===== src/rtl/systolic_ctrl.sv =====
// systolic_ctrl: sequencer for an ARRAY_SIZE x ARRAY_SIZE weight-stationary PE
// array. A start pulse runs three phases in order:
//   W_LOAD  - one weight row is read per cycle, and the matching one-hot row
//             enable is raised in the following cycle.
//   COMPUTE - ifmap vectors are streamed, one per cycle in which the buffer
//             has data.
//   DRAIN   - 2*ARRAY_SIZE cycles during which the skew pipeline empties.
// Each ifmap read is followed by a diagonal wave of enables: the ifmap/psum
// enables at the array edge, then the ofmap valids at the bottom edge.
//
// Optional feature: define SYSTOLIC_CTRL_WEIGHT_REUSE_EN to add keep_weight_i.
// When keep_weight_i is sampled high with start, W_LOAD is skipped and the
// weights already held in the array are reused.
module systolic_ctrl #(
    parameter int ARRAY_SIZE = 4,
    parameter int ADDR_WIDTH = 8,
    parameter int CNT_WIDTH  = 8
) (
    input  logic                  clk,
    input  logic                  rst_n,
    input  logic                  start_i,
    input  logic [CNT_WIDTH-1:0]  num_vec_i,
`ifdef SYSTOLIC_CTRL_WEIGHT_REUSE_EN
    input  logic                  keep_weight_i,
`endif
    input  logic                  ifmap_valid_i,
    output logic                  busy_o,
    output logic                  done_o,
    output logic                  weight_rd_en_o,
    output logic [ADDR_WIDTH-1:0] weight_addr_o,
    output logic                  ifmap_rd_en_o,
    output logic [ADDR_WIDTH-1:0] ifmap_addr_o,
    output logic [ARRAY_SIZE-1:0] weight_en_o,
    output logic [ARRAY_SIZE-1:0] ifmap_en_o,
    output logic [ARRAY_SIZE-1:0] psum_en_o,
    output logic [ARRAY_SIZE-1:0] ofmap_valid_o
);

    localparam int DRAIN_CYCLES = 2 * ARRAY_SIZE;
    localparam int DW           = (DRAIN_CYCLES > 1) ? $clog2(DRAIN_CYCLES) : 1;
    localparam int WK           = (ARRAY_SIZE > 1) ? $clog2(ARRAY_SIZE) : 1;
    // A single chain serves every skewed enable. Tap k carries the read
    // strobe delayed k+1 cycles: the low half feeds the row/column edge
    // enables and the high half feeds the bottom-edge ofmap valids.
    localparam int PIPE         = 2 * ARRAY_SIZE;

    typedef enum logic [2:0] {
        S_IDLE,
        S_WLOAD,
        S_COMPUTE,
        S_DRAIN,
        S_DONE
    } state_e;

    state_e                state_q;
    logic [CNT_WIDTH-1:0]  num_vec_q;
    logic [CNT_WIDTH-1:0]  vcnt_q;
    logic [CNT_WIDTH-1:0]  vcnt_d;
    logic [WK-1:0]         wrow_q;
    logic [DW-1:0]         dcnt_q;
    logic                  weight_rd_en_q;
    logic [ARRAY_SIZE-1:0] weight_en_q;
    logic [ARRAY_SIZE-1:0] weight_en_d;
    logic [PIPE-1:0]       vld_pipe_q;
    logic [PIPE-1:0]       vld_pipe_d;
    logic                  rd_strobe;
    logic                  skip_wload;

`ifdef SYSTOLIC_CTRL_WEIGHT_REUSE_EN
    assign skip_wload = keep_weight_i;
`else
    assign skip_wload = 1'b0;
`endif

    // The ifmap read is qualified by the buffer's same-cycle valid. A cycle
    // without data leaves the address unchanged and sends a bubble into the
    // skew chain.
    assign rd_strobe = (state_q == S_COMPUTE) && ifmap_valid_i;
    assign vcnt_d    = vcnt_q + 1'b1;

    // Next-state values for the enable pipelines.
    always_comb begin
        vld_pipe_d  = {vld_pipe_q[PIPE-2:0], rd_strobe};
        weight_en_d = '0;
        if (weight_rd_en_q)
            weight_en_d = ARRAY_SIZE'(1) << wrow_q;
    end

    // Phase sequencing: counters and the weight read strobe.
    always_ff @(posedge clk or negedge rst_n) begin
        if (!rst_n) begin
            state_q        <= S_IDLE;
            num_vec_q      <= '0;
            vcnt_q         <= '0;
            wrow_q         <= '0;
            dcnt_q         <= '0;
            weight_rd_en_q <= 1'b0;
        end else begin
            unique case (state_q)
                S_IDLE: begin
                    if (start_i) begin
                        num_vec_q <= num_vec_i;
                        vcnt_q    <= '0;
                        wrow_q    <= '0;
                        dcnt_q    <= '0;
                        if (skip_wload) begin
                            state_q <= (num_vec_i == '0) ? S_DONE : S_COMPUTE;
                        end else begin
                            state_q        <= S_WLOAD;
                            weight_rd_en_q <= 1'b1;
                        end
                    end
                end
                S_WLOAD: begin
                    if (wrow_q == WK'(ARRAY_SIZE - 1)) begin
                        weight_rd_en_q <= 1'b0;
                        wrow_q         <= '0;
                        state_q        <= (num_vec_q == '0) ? S_DONE : S_COMPUTE;
                    end else begin
                        wrow_q <= wrow_q + 1'b1;
                    end
                end
                S_COMPUTE: begin
                    if (rd_strobe) begin
                        vcnt_q <= vcnt_d;
                        if (vcnt_d == num_vec_q)
                            state_q <= S_DRAIN;
                    end
                end
                S_DRAIN: begin
                    // Long enough for the last read to reach the ofmap
                    // valid of the far column.
                    if (dcnt_q == DW'(DRAIN_CYCLES - 1))
                        state_q <= S_DONE;
                    else
                        dcnt_q <= dcnt_q + 1'b1;
                end
                S_DONE: begin
                    state_q <= S_IDLE;
                end
                default: begin
                    state_q <= S_IDLE;
                end
            endcase
        end
    end

    // Registered enables: the weight row load and the skew chain.
    always_ff @(posedge clk or negedge rst_n) begin
        if (!rst_n) begin
            weight_en_q <= '0;
            vld_pipe_q  <= '0;
        end else begin
            weight_en_q <= weight_en_d;
            vld_pipe_q  <= vld_pipe_d;
        end
    end

    assign busy_o         = (state_q != S_IDLE);
    assign done_o         = (state_q == S_DONE);
    assign weight_rd_en_o = weight_rd_en_q;
    assign weight_addr_o  = ADDR_WIDTH'(wrow_q);
    assign ifmap_rd_en_o  = rd_strobe;
    assign ifmap_addr_o   = ADDR_WIDTH'(vcnt_q);
    assign weight_en_o    = weight_en_q;
    assign ifmap_en_o     = vld_pipe_q[ARRAY_SIZE-1:0];
    assign psum_en_o      = vld_pipe_q[ARRAY_SIZE-1:0];
    assign ofmap_valid_o  = vld_pipe_q[PIPE-1:ARRAY_SIZE];

endmodule

===== config.mk =====
export PLATFORM = sky130hd
export DESIGN_NAME = systolic_ctrl
export DESIGN_NICKNAME = d
export VERILOG_FILES = /design/src/rtl/systolic_ctrl.sv
export SDC_FILE = /design/constraint.sdc
export NUM_CORES = 1
export LEC_CHECK = 0
export ABC_AREA = 1
export BUFFER_PORTS_ARGS = -buffer_cell sky130_fd_sc_hd__buf_2
export CAP_MARGIN = 20
export CELL_PAD_IN_SITES_DETAIL_PLACEMENT = 0
export CELL_PAD_IN_SITES_GLOBAL_PLACEMENT = 1
export CORE_MARGIN = 1
export CORE_UTILIZATION = 41
export CTS_CLUSTER_DIAMETER = 40
export CTS_CLUSTER_SIZE = 8
export DETAILED_ROUTE_END_ITERATION = 10
export HOLD_SLACK_MARGIN = 0.15
export PLACE_DENSITY = 0.9
export SETUP_SLACK_MARGIN = 0.02
export SYNTH_ARGS = -nofsm -noshare
export SYNTH_HDL_FRONTEND = slang
export SYNTH_SLANG_ARGS = --single-unit

===== constraint.sdc =====
create_clock -name clk -period 3.76 [get_ports clk]
set_input_delay 0.564 -clock clk [delete_from_list [all_inputs] [get_ports clk]]
set_output_delay 0.564 -clock clk [all_outputs]
set_load 0.05 [all_outputs]

# Word-level counts from Yosys, hierarchy flattened
# Index checks and enable logic that the tools add are counted.
# W data, S select, Z words.
dict set report totals {
  register_bits 37
  input_bits 12
  output_inout_bits 36
  wordCells 58
}
dict set report op_classes {
  addsub 3
  eq_ne 13
  shifts 1
  muxes 20
  n_reduce_logical 13
}
# operator n
set op_table {}
lappend op_table {{$mux W3} 8}
lappend op_table {{$mux W8} 2}
lappend op_table {{$pmux W8 S2} 1}
lappend op_table {{$pmux W3 S4} 1}
lappend op_table {{$ne A2 B2 Y1 const B} 5}
lappend op_table {{$reduce_and A3 Y1} 3}
lappend op_table {{$add A8 B1 Y8 const B} 1}
lappend op_table {{$eq A8 B8 Y1} 1}
lappend op_table {{$logic_not A8 Y1} 1}
lappend op_table {{$eq A3 B2 Y1 const B} 2}
lappend op_table {{$eq A3 B3 Y1 const B} 2}
lappend op_table {{$pmux W3 S2} 1}
lappend op_table {{$reduce_bool A2 Y1} 3}
lappend op_table {{$reduce_and A5 Y1} 1}
lappend op_table {{$mux W2} 2}
lappend op_table {{$mux W4} 1}
lappend op_table {{$pmux W2 S2} 1}
lappend op_table {{$reduce_and A2 Y1} 2}
lappend op_table {{$shl A1 B2 Y4 const A} 1}
lappend op_table {{$add A3 B1 Y3 const B} 1}
lappend op_table {{$eq A3 B1 Y1 const B} 1}
lappend op_table {{$logic_not A3 Y1} 1}
lappend op_table {{$reduce_bool A3 Y1} 1}
lappend op_table {{$add A2 B1 Y2 const B} 1}
lappend op_table {{other kinds (5)} 6}

# Longest topological paths before layout
# Gate-level depths: netlist of the first run.
dict set report logic_depth {
  word_depth 5
  ltp_mapped 13
  depth_no_buf 13
}

# Least setup slack after synthesis of the first run
# Ideal clock, no wire load.
dict set report synth_path {
  path_type {reg2out}
  startpoint {reg state_q[1]}
  endpoint {out done_o}
  arrival_time_ps 1488
  required_time_ps 3196
  setup_slack_ps 1708
  path_stages_with_launch 2
  path_buffers 0
  path_cell_list {dfrtp_1 > nor3_1}
}
dict set report synth_via {
  elab_chain_cells 1
}
# item line_no
set synth_lines {}
lappend synth_lines {{from (decl)} 55} ;# state_e state_q;
lappend synth_lines {{from (signal assigned)} 107} ;# state_q <= (num_vec_i == '0) ? S_DONE : S_COMPUTE;
lappend synth_lines {{from (signal assigned)} 118} ;# state_q <= (num_vec_q == '0) ? S_DONE : S_COMPUTE;
lappend synth_lines {{$eq A3 B3 Y1} 160} ;# assign done_o = (state_q == S_DONE);
lappend synth_lines {{to (decl)} 28} ;# output logic done_o,
# Every way passes these cells.

# Final worst setup path of the first run
dict set report layout_path {
  startpoint {reg state_q[2]}
  endpoint {out ifmap_rd_en_o}
}
dict set report layout_via {
  elab_chain_cells 2
}
# item line_no
set layout_lines {}
lappend layout_lines {{$eq A3 B2 Y1} 78} ;# assign rd_strobe = (state_q == S_COMPUTE) && ifmap_valid_i;
lappend layout_lines {{$logic_and A1 B1 Y1} 78}
lappend layout_lines {{to (decl)} 31} ;# output logic ifmap_rd_en_o,
# Every way passes these cells.

==> results.md, run 1 <==
* Outcome: complete, no violations
* Via count at 1,537
* Largest net degree at the start of global routing at 38
* Vias in the first global route at between 1,000 and 1,500
* Area grow syn2layout at 16.38%
* Pwr dens at 992.9 mW/mm^2
* Layout Cells excl Fill at between 300 and 400
* DRT iter0 DRCs at 91
* CP startpoint kind: flip-flop
* Synth Area per Inst at 8.352 sq um
* Worst Path Required at ~3.2 ns
* Hold_ws at approximately 0.37 ns
* Max-cap violations at 0
* Most frequent cells in the layout: nand2_1, buf_2, dfrtp_1
* Initial core utilization at between 40% and 50%
* Multi-input gate area at between 700 and 800 sq um
* Post-synth top area share at around 49%
* Die W at between 60 and 70 microns
* FF+latch count, synth at 37
* Register area share after synthesis at between 40 and 50%
* Dpl ws at roughly 1.8 ns
* Unique masters post-synth at 27
* Clk pin slew, worst setup/hold paths at around 0.070 ns
* Vias per cell at about 4.8
* Hold crit path type: input pin to asynchronous set/reset pin
* Clock sink total at 37
* Slew headroom at roughly 45%
* Fmax at between 400 and 500 MHz
* Tcrit/Tclk final at 62.71%
* Final core utilization at 49.89%
* Inserted Clock Buffers at 5
* Leak at 0.001236 uW
* Row count at 24
* First-pass GRT wire length at between 6000 and 7000 microns
* IO buf count at 41
* Synth Instances at 225
* Post-route ant nets at 0
* Inserted Diodes at 0
* Reg area at roughly 930 sq um
* Crit Path Category: flip-flop to primary output
* Grt total ovfl at 0
* Max Slew Vio Count at 0
* Fillers at 440
* Die H at between 60 and 70 microns
* Commonest non-fill, non-tap cell in the layout: nand2_1
* DR WL/cell at roughly 12 microns
* Core box area at ~0.0044 sq mm
* Crit. End Element: primary output
* Final setup viols at 0
* Placer congestion estimate at 0.8056
* Nets at 286
* Post-Place Cells at between 300 and 400
* # IOs at 48
* Area leader, netlist: dfrtp_1
* Proportion of layout cells with a drive suffix above 1 at 22.76%
* Crit path DAT at between 1.5 and 2 ns
* Max incr delay on CP at 0.38 ns
* Min setup slack post-route at 1.402 ns
* HPWL after DPL at 2766 microns
* Max Clock Skew at 0.004392 ns
* Global Route Usage Sum at approximately 17%
* Setup TNS at 0 ns
* CTS tree: built
* DRC violations left at 0
* Die Area at 0.004858 sq mm
* Max FO, Critical Path at 8
* # hold bufs at CTS at 0
* Synth area leaders: dfrtp_1, nand2_1, nand3_1
* Gates resized, CTS repair at 0
* Critical path cell sequence: nor2_1 -> nand2_1 -> inv_1 -> nand2_1 -> inv_1 -> buf_2
* Mapped Area at approximately 0.0019 sq mm
* Initial antenna violation count at 0
* Clk Latency, worst-skew pair at 0.29 ns
* Critical path's slowest cell: dfrtp_1
* Max Root-Sink Buffers at 2
* Slew @ Worst Pin at between 0.8 and 0.9 ns
* Final hold violation count at 0
* Setup Buffers After CTS at 0
* Period minus WS final at 2.358 ns
* 1st-pass router iterations at 6
* Peak VDD IR at roughly 360 uV
* RSZ-0062 raised after global routing: no
* YS warnings at 0
* Final WL at roughly 3700 microns
* Clock root cell: clkbuf_8
* CTS H-Tree Depth at 2
-- layer usage --
layer	GRT usage, %	vias to the layer above	share of wire [%]
li1	-	782	-
met1	20.71	707	48
met2	27.94	43	46
met3	4.360	5	4.7
met4	6.444	0	1.5
met5	0	-	0
-- power breakdown --
group	leakage, uW	switching (uW)	internal, uW
logic	0.000704	862	293
clock network	0.0000542	139	166
registers	0.000478	146	566
total	0.00124	1150	1020
-- cells in the mapped netlist --
cell type  number
a22o_1          1
inv_1          29
nor2_8          1
nor2_1          9
a31oi_1         1
nand2_2         2
nor4_1          2
o21ai_0        12
nor2_2          2
buf_4          11
o21ai_1         1
nand3_2         3
nor2_4          1
nand3_1        24
o21bai_1        1
ha_1            7
conb_1          1
a21oi_1         2
o22ai_1         3
xnor2_1         1
nor3_1          1
o21ai_2         1
nand3b_1        1
nand2_1        68
xor2_1          1
inv_2           2
dfrtp_1        37
-- registers in the layout (all words and copies together) (netlist names) --
name / count
ifmap_addr_o: 8
weight_rd_en_o: 1
vld_pipe_q: 8
wrow_q: 2
state_q: 3
weight_en_o: 4
dcnt_q: 3
num_vec_q: 8
-- cell type report --
type	count	share of cell area, %
Clock buffer	7	4.405
Clock inverter	1	0.2288
Inverter	31	5.320
Multi-Input combinational cell	151	35.35
Sequential cell	37	42.33
Tap cell	52	2.975
Timing Repair Buffer	41	9.382
-- critical path, delay by kind of cell, from the launching register on --
kind | cells | cell delay [ns]
flops | 1 | 0.38
buf+inv | 3 | 0.65
simple gates | 3 | 0.47
-- per-stage QoR --
| step | power, uW | instance area (sq um) |
|---|---|---|
| 2_1_floorplan | 1639 | 1898 |
| 3_3_place_gp | 1876 | 2086 |
| 3_5_place_dp | 1883 | 2086 |
| 4_1_cts | 2198 | 2187 |
| 5_1_grt | 2339 | 2187 |
| 6_report | 2172 | 2187 |
-- path summary, 6_finish.rpt --
path / startpoint / cells after the start / slack (ns) / to
max: state_q[2]$_DFFE_PN0P_ / 6 / 1.40 / ifmap_rd_en_o
min in group clk: vld_pipe_q[6]$_DFF_PN0_ / 0 / 0.37 / vld_pipe_q[7]$_DFF_PN0_
min reg2reg: vld_pipe_q[6]$_DFF_PN0_ / 0 / 0.37 / vld_pipe_q[7]$_DFF_PN0_
max reg2reg: state_q[2]$_DFFE_PN0P_ / 5 / 2.03 / wrow_q[1]$_DFFE_PN0P_
min: rst_n / 1 / 0.37 / vld_pipe_q[6]$_DFF_PN0_
max in group asynchronous: rst_n / 1 / 2.88 / num_vec_q[5]$_DFFE_PN0P_
-- logic make-up (layout without fill, tap and decap cells) --
kind of cell,after synthesis,count (layout),share of synthesized area (%)
xor gates and xnor gates,2,2,0.9323
AOI/OAI and AO/OA,22,22,6.658
DFF,37,37,49.27
and+or+nand+nor,114,114,27.70
other,1,6,0.1995
buffers and inverters,42,80,10.59
adders and majority gates,7,7,4.660
(Power assumes the default switching activity.)
==> inputs of run 2 (changes only) <==
CORE_UTILIZATION = 38   (was 41)
PLACE_DENSITY = 0.84   (was 0.9)
clock period = 2.4 ns   (was 3.76 ns; I/O delays follow)
==> run 2 against run 1 <==
Net effect: die area grew 7.7%; sequential share of layout area shrank 0.69 points; setup slack lost 0.99 ns; global-route usage shrank 0.097 points; clock skew grew 0.0065 ns; flip-flop and latch count is the same; largest cell class unchanged; critical endpoint unchanged; worst hold slack lost 0.22 ns; via count grew 1.6%; clock power grew 72%.
==> results.md, run 2 (synthesis gave the netlist of run 1 again) <==
* Die H at 72.33 microns (+3.8%)
* CTS H-Tree Depth at 2 (unchanged)
* Max FO, Critical Path at 5 (-3)
* Final setup viols at 0 (unchanged)
* Commonest non-fill, non-tap cell in the layout: nand2_1
* Final core utilization at 46.76% (-3.1 points)
* IO buf count at 41 (unchanged)
* Dpl ws at 0.7399 ns (-1.011 ns)
* Final WL at 3850 microns (+3.6%)
* Setup crit end: ifmap_rd_en_o
* Outcome: complete, no violations
* Crit Path Category: flip-flop to primary output
* DRC violations left at 0 (unchanged)
* Placer congestion estimate at 0.8562 (+6.3%)
* Clk pin slew, worst setup/hold paths at 0.08 ns (about the same)
* RSZ-0062 raised after global routing: no
* Inserted Clock Buffers at 5 (unchanged)
* Inserted Diodes at 0 (unchanged)
* Max-cap violations at 0 (unchanged)
* Area grow syn2layout at 18.31%
* R2r startpoint: ifmap_addr_o[0]$_DFFE_PN0P_
* Max Clock Skew at 0.01089 ns (+0.006502 ns)
* R2r setup slk at 0.80 ns (-1.23 ns)
* Max Slew Vio Count at 0 (unchanged)
* Worst Path Required at 2.04 ns (-1.16 ns)
* Hold crit path type: input pin to asynchronous set/reset pin
* Initial antenna violation count at 0 (unchanged)
* CP Launch Point: state_q[0]$_DFFE_PN0P_
* Clock sink total at 37 (unchanged)
* Clk Latency, worst-skew pair at 0.30 ns (about the same)
* Leak at 0.001246 uW (+0.76%)
* Peak VDD IR at 532.2 uV (+48%)
* Gates resized, CTS repair at 0 (unchanged)
* Worst R2R Path Depth at 12 (+7)
* Grt total ovfl at 0 (unchanged)
* Reg area at 925.9 sq um (unchanged)
* Slew @ Worst Pin at 0.8149 ns (-0.007720 ns)
* Tcrit/Tclk final at between 80 and 90%
* Min setup slack post-route at 0.4089 ns (-0.9930 ns)
* CP startpoint kind: flip-flop
* Proportion of layout cells with a drive suffix above 1 at 23.05% (+0.29 points)
* Max Root-Sink Buffers at 2 (unchanged)
* CTS tree: built
* DR WL/cell at 11.46 microns (-1.4%)
* Global Route Usage Sum at 16.63% (-0.097 points)
* First-pass GRT wire length at 6548 microns (+2.4%)
* Row count at 25 (+4.2%)
* Nets at 288 (+0.70%)
* Fillers at 498 (+13%)
* HPWL after DPL at 2920 microns (+5.6%)
* Layout Cells excl Fill at 336 (+5.0%)
* Crit path DAT at 1.63 ns (-0.16 ns)
* Final hold violation count at 0 (unchanged)
* Largest net degree at the start of global routing at 38 (unchanged)
* Setup Buffers After CTS at 0 (unchanged)
* Post-Place Cells at 329 (+5.4%)
* Fmax at ~500 MHz
* Pwr dens at 1562 mW/mm^2 (+57%)
* Die W at 72.33 microns (+3.8%)
* Period minus WS final at 1.991 ns
* Most frequent cells in the layout: nand2_1, buf_2, dfrtp_1
* Slew headroom at 45.67% (+0.51 points)
* # hold bufs at CTS at 0 (unchanged)
* Setup TNS at 0 ns (unchanged)
* Vias per cell at 4.646 (-3.3%)
* DRT iter0 DRCs at 67 (-26%)
* Core box area at 0.004755 sq mm (+8.4%)
* Reg2Reg Capture Point: state_q[0]$_DFFE_PN0P_
* Vias in the first global route at 1,482 (+2.4%)
* Via count at 1,561 (+1.6%)
* Post-route ant nets at 0 (unchanged)
* Crit. End Element: primary output
* Initial core utilization at 39.53% (-3.3 points)
* Multi-input gate area at 773.2 sq um (unchanged)
* Clock root cell: clkbuf_8
* # IOs at 48 (unchanged)
* 1st-pass router iterations at 4 (-2)
* Die Area at 0.005231 sq mm (+7.7%)
* Hold_ws at 0.1536 ns (-0.2177 ns)
[run 2: worst max-delay path, stage by stage, from the launching register on]
cell	delay [ns]
dfrtp_1	0.39
nor2_1	0.22
nand2_1	0.10
inv_1	0.10
nand2_1	0.14
inv_1	0.12
buf_2	0.27
[run 2: area by class of cell]
class                   count  area share (%)
clock buffers               5           3.095
clock inverters             2           1.576
inverters                  31           5.234
multi-input cells         151           34.78
flip-flops and latches     37           41.64
well taps                  67           3.770
repair buffers             43           9.904
[run 2: worst min-delay path by stage]
| stage | to | slack [ns] | depth (start not counted) |
|---|---|---|---|
| floorplan | dcnt_q[0]$_DFFE_PN0P_ | 0.06 | 0 |
| global placement | vld_pipe_q[7]$_DFF_PN0_ | 0.36 | 0 |
| detailed placement | vld_pipe_q[6]$_DFF_PN0_ | 0.36 | 0 |
| CTS | weight_en_o[3]$_DFF_PN0_ | 0.18 | 1 |
| global route | ifmap_addr_o[0]$_DFFE_PN0P_ | 0.23 | 1 |
| finish | ifmap_addr_o[0]$_DFFE_PN0P_ | 0.15 | 1 |
[run 2: per-layer routing]
layer | global-route usage [%] | up-vias | wire (microns)
li1 | - | 786 | -
met1 | 20.74 | 722 | 1829
met2 | 26.58 | 44 | 1758
met3 | 3.472 | 9 | 154
met4 | 9.804 | 0 | 108
met5 | 0 | - | 0
[run 2: power breakdown]
group / internal, uW / switching, uW
combinational: 473 / 1360
clock: 302 / 223
sequential: 886 / 227
total: 1660 / 1810
[run 2: metrics by stage]
step	power [uW]	cell area, sq um
floorplan	2568	1898
global placement	2960	2120
detailed placement	2977	2120
CTS	3504	2223
global route	3744	2223
finish	3474	2223
==> inputs of run 3 (changes only) <==
CORE_UTILIZATION = 34   (was 38)
PLACE_DENSITY = 0.8   (was 0.84)
clock period = 1.69 ns   (was 2.4 ns; I/O delays follow)
==> run 3 against run 2 <==
Net effect: cell area grew 9.3%; die area up 11%; total power increased by 52%; sequential power grew 46%; register-to-register slack lost 0.61 ns; critical path depth unchanged; clock skew decreased by 0.0048 ns; core utilization down 0.056 points; combinational power grew 58%; sequential share of layout area shrank 3.4 points; global-route usage is 1.3 points lower; critical endpoint unchanged; largest cell class unchanged; highest routed layer unchanged.
==> results.md, run 3 (synthesis gave the netlist of run 1 again) <==
* Core box area at 0.005205 sq mm (+9.5%)
* Tcrit/Tclk final at just over 90%
* Max-cap violations at 0 (unchanged)
* CTS tree: built
* Worst Path Required at 1.44 ns (-0.60 ns)
* Peak VDD IR at 727.0 uV (+37%)
* Max Slew Vio Count at 0 (unchanged)
* Leak at 0.001329 uW (+6.7%)
* Row count at 26 (+4.0%)
* DRT iter0 DRCs at 42 (-37%)
* CP startpoint kind: flip-flop
* Initial core utilization at 36.11% (-3.4 points)
* Final setup viols at 0 (unchanged)
* Max Root-Sink Buffers at 2 (unchanged)
* Clk pin slew, worst setup/hold paths at 0.08 ns (about the same)
* RSZ-0062 raised after global routing: no
* Die Area at 0.005829 sq mm (+11%)
* Global Route Usage Sum at 15.35% (-1.3 points)
* Inserted Clock Buffers at 5 (unchanged)
* Layout Cells excl Fill at 355 (+5.7%)
* Crit path DAT at 1.31 ns (-0.32 ns)
* Hold crit path type: input pin to flip-flop
* Vias in the first global route at 1,470 (-0.81%)
* Slew @ Worst Pin at 0.5093 ns (-0.3057 ns)
* Placer congestion estimate at 0.7592 (-11%)
* Commonest non-fill, non-tap cell in the layout: nand2_1
* Post-Place Cells at 338 (+2.7%)
* Final hold violation count at 0 (unchanged)
* Fillers at 531 (+6.6%)
* Clock sink total at 37 (unchanged)
* Reg area at 929.6 sq um (+0.41%)
* Outcome: complete, no violations
* Period minus WS final at approximately 1.6 ns
* Via count at 1,608 (+3.0%)
* Fmax at between 600 and 700 MHz
* CTS H-Tree Depth at 2 (unchanged)
* Crit. End Element: primary output
* Nets at 303 (+5.2%)
* Final WL at 4110 microns (+6.8%)
* 1st-pass router iterations at 4 (unchanged)
* IO buf count at 41 (unchanged)
* DR WL/cell at 11.58 microns (+1.0%)
* Post-route ant nets at 0 (unchanged)
* Initial antenna violation count at 0 (unchanged)
* Proportion of layout cells with a drive suffix above 1 at 31.23% (+8.2 points)
* Vias per cell at 4.530 (-2.5%)
* Multi-input gate area at 825.8 sq um (+6.8%)
* Clock root cell: clkbuf_8
* HPWL after DPL at 3112 microns (+6.6%)
* Inserted Diodes at 0 (unchanged)
* Largest net degree at the start of global routing at 38 (unchanged)
* Die W at 76.35 microns (+5.6%)
* DRC violations left at 0 (unchanged)
* Max FO, Critical Path at 4 (-1)
* Area grow syn2layout at 29.36%
* Max Clock Skew at 0.006063 ns (-0.004831 ns)
* First-pass GRT wire length at 6906 microns (+5.5%)
* # IOs at 48 (unchanged)
* Pwr dens at 2177 mW/mm^2 (+39%)
* Die H at 76.35 microns (+5.6%)
* Setup TNS at 0 ns (unchanged)
* Crit Path Category: flip-flop to primary output
* Clk Latency, worst-skew pair at 0.29 ns (about the same)
* Slew headroom at 65.74% (+20 points)
* Most frequent cells in the layout: nand2_1, buf_2, dfrtp_1
* Grt total ovfl at 0 (unchanged)
==> run 3: stage by stage <==
stage	total power, uW	hold slack [ns]	utilization [%]	worst slack (ns)	cell area (sq um)
2_1_floorplan	3657	-0.04209	-	0.05649	1906
3_3_place_gp	4303	0.3282	41.80	0.1176	2176
3_5_place_dp	4332	0.3339	41.80	0.09406	2176
4_1_cts	5187	0.1544	45.24	0.02208	2355
5_1_grt	5707	0.1573	46.71	0.01633	2431
6_report	5292	0.1604	46.71	0.1261	2431
==> run 3: critical path: stages (launching register included) <==
cell and delay [ns]:
dfrtp_1 0.41, nor2_4 0.14, nand2_1 0.09, inv_2 0.07, nand2_2 0.07, inv_2 0.08, buf_8 0.14
==> run 3: power breakdown <==
| group | switching [uW] | internal [uW] |
|---|---|---|
| registers | 353 | 1260 |
| logic | 2020 | 881 |
| clock network | 337 | 441 |
==> run 3: final cells by class <==
class	count	share of cell area [%]
clock buffers	5	2.831
clock inverters	3	1.904
inverters	31	4.786
multi-input cells	151	33.97
flip-flops and latches	37	38.24
well taps	70	3.603
repair buffers	58	14.67
==> run 3: path summary, 6_finish.rpt <==
check,startpoint,to,slack (ns),depth (start not counted)
worst max register to register,ifmap_addr_o[1]$_DFFE_PN0P_,state_q[2]$_DFFE_PN0P_,0.19,11
worst max-delay path,state_q[0]$_DFFE_PN0P_,ifmap_rd_en_o,0.13,6
max in group asynchronous,rst_n,ifmap_addr_o[2]$_DFFE_PN0P_,0.80,3
min in group asynchronous,rst_n,num_vec_q[2]$_DFFE_PN0P_,0.53,3
worst min register to register,vld_pipe_q[4]$_DFF_PN0_,vld_pipe_q[5]$_DFF_PN0_,0.38,0
worst min-delay path,num_vec_i[7],num_vec_q[7]$_DFFE_PN0P_,0.16,3
==> run 3: metal layers <==
metal	vias up	share of wire (%)	global-route usage (%)	wire, microns
met4	0	1.5	5.769	63
li1	818	-	-	-
met2	45	47	23.87	1935
met3	7	4.8	4.671	198
met1	738	46	20.02	1911
met5	-	0	0	0
==> run 3: what timing repair did <==
item	4_1_cts	5_1_grt
hold endpoints to repair	40	0
pin swaps	0	4
setup buffers	1	4
resized for setup	5	14
hold buffers	4	0
setup endpoints to repair	1	3
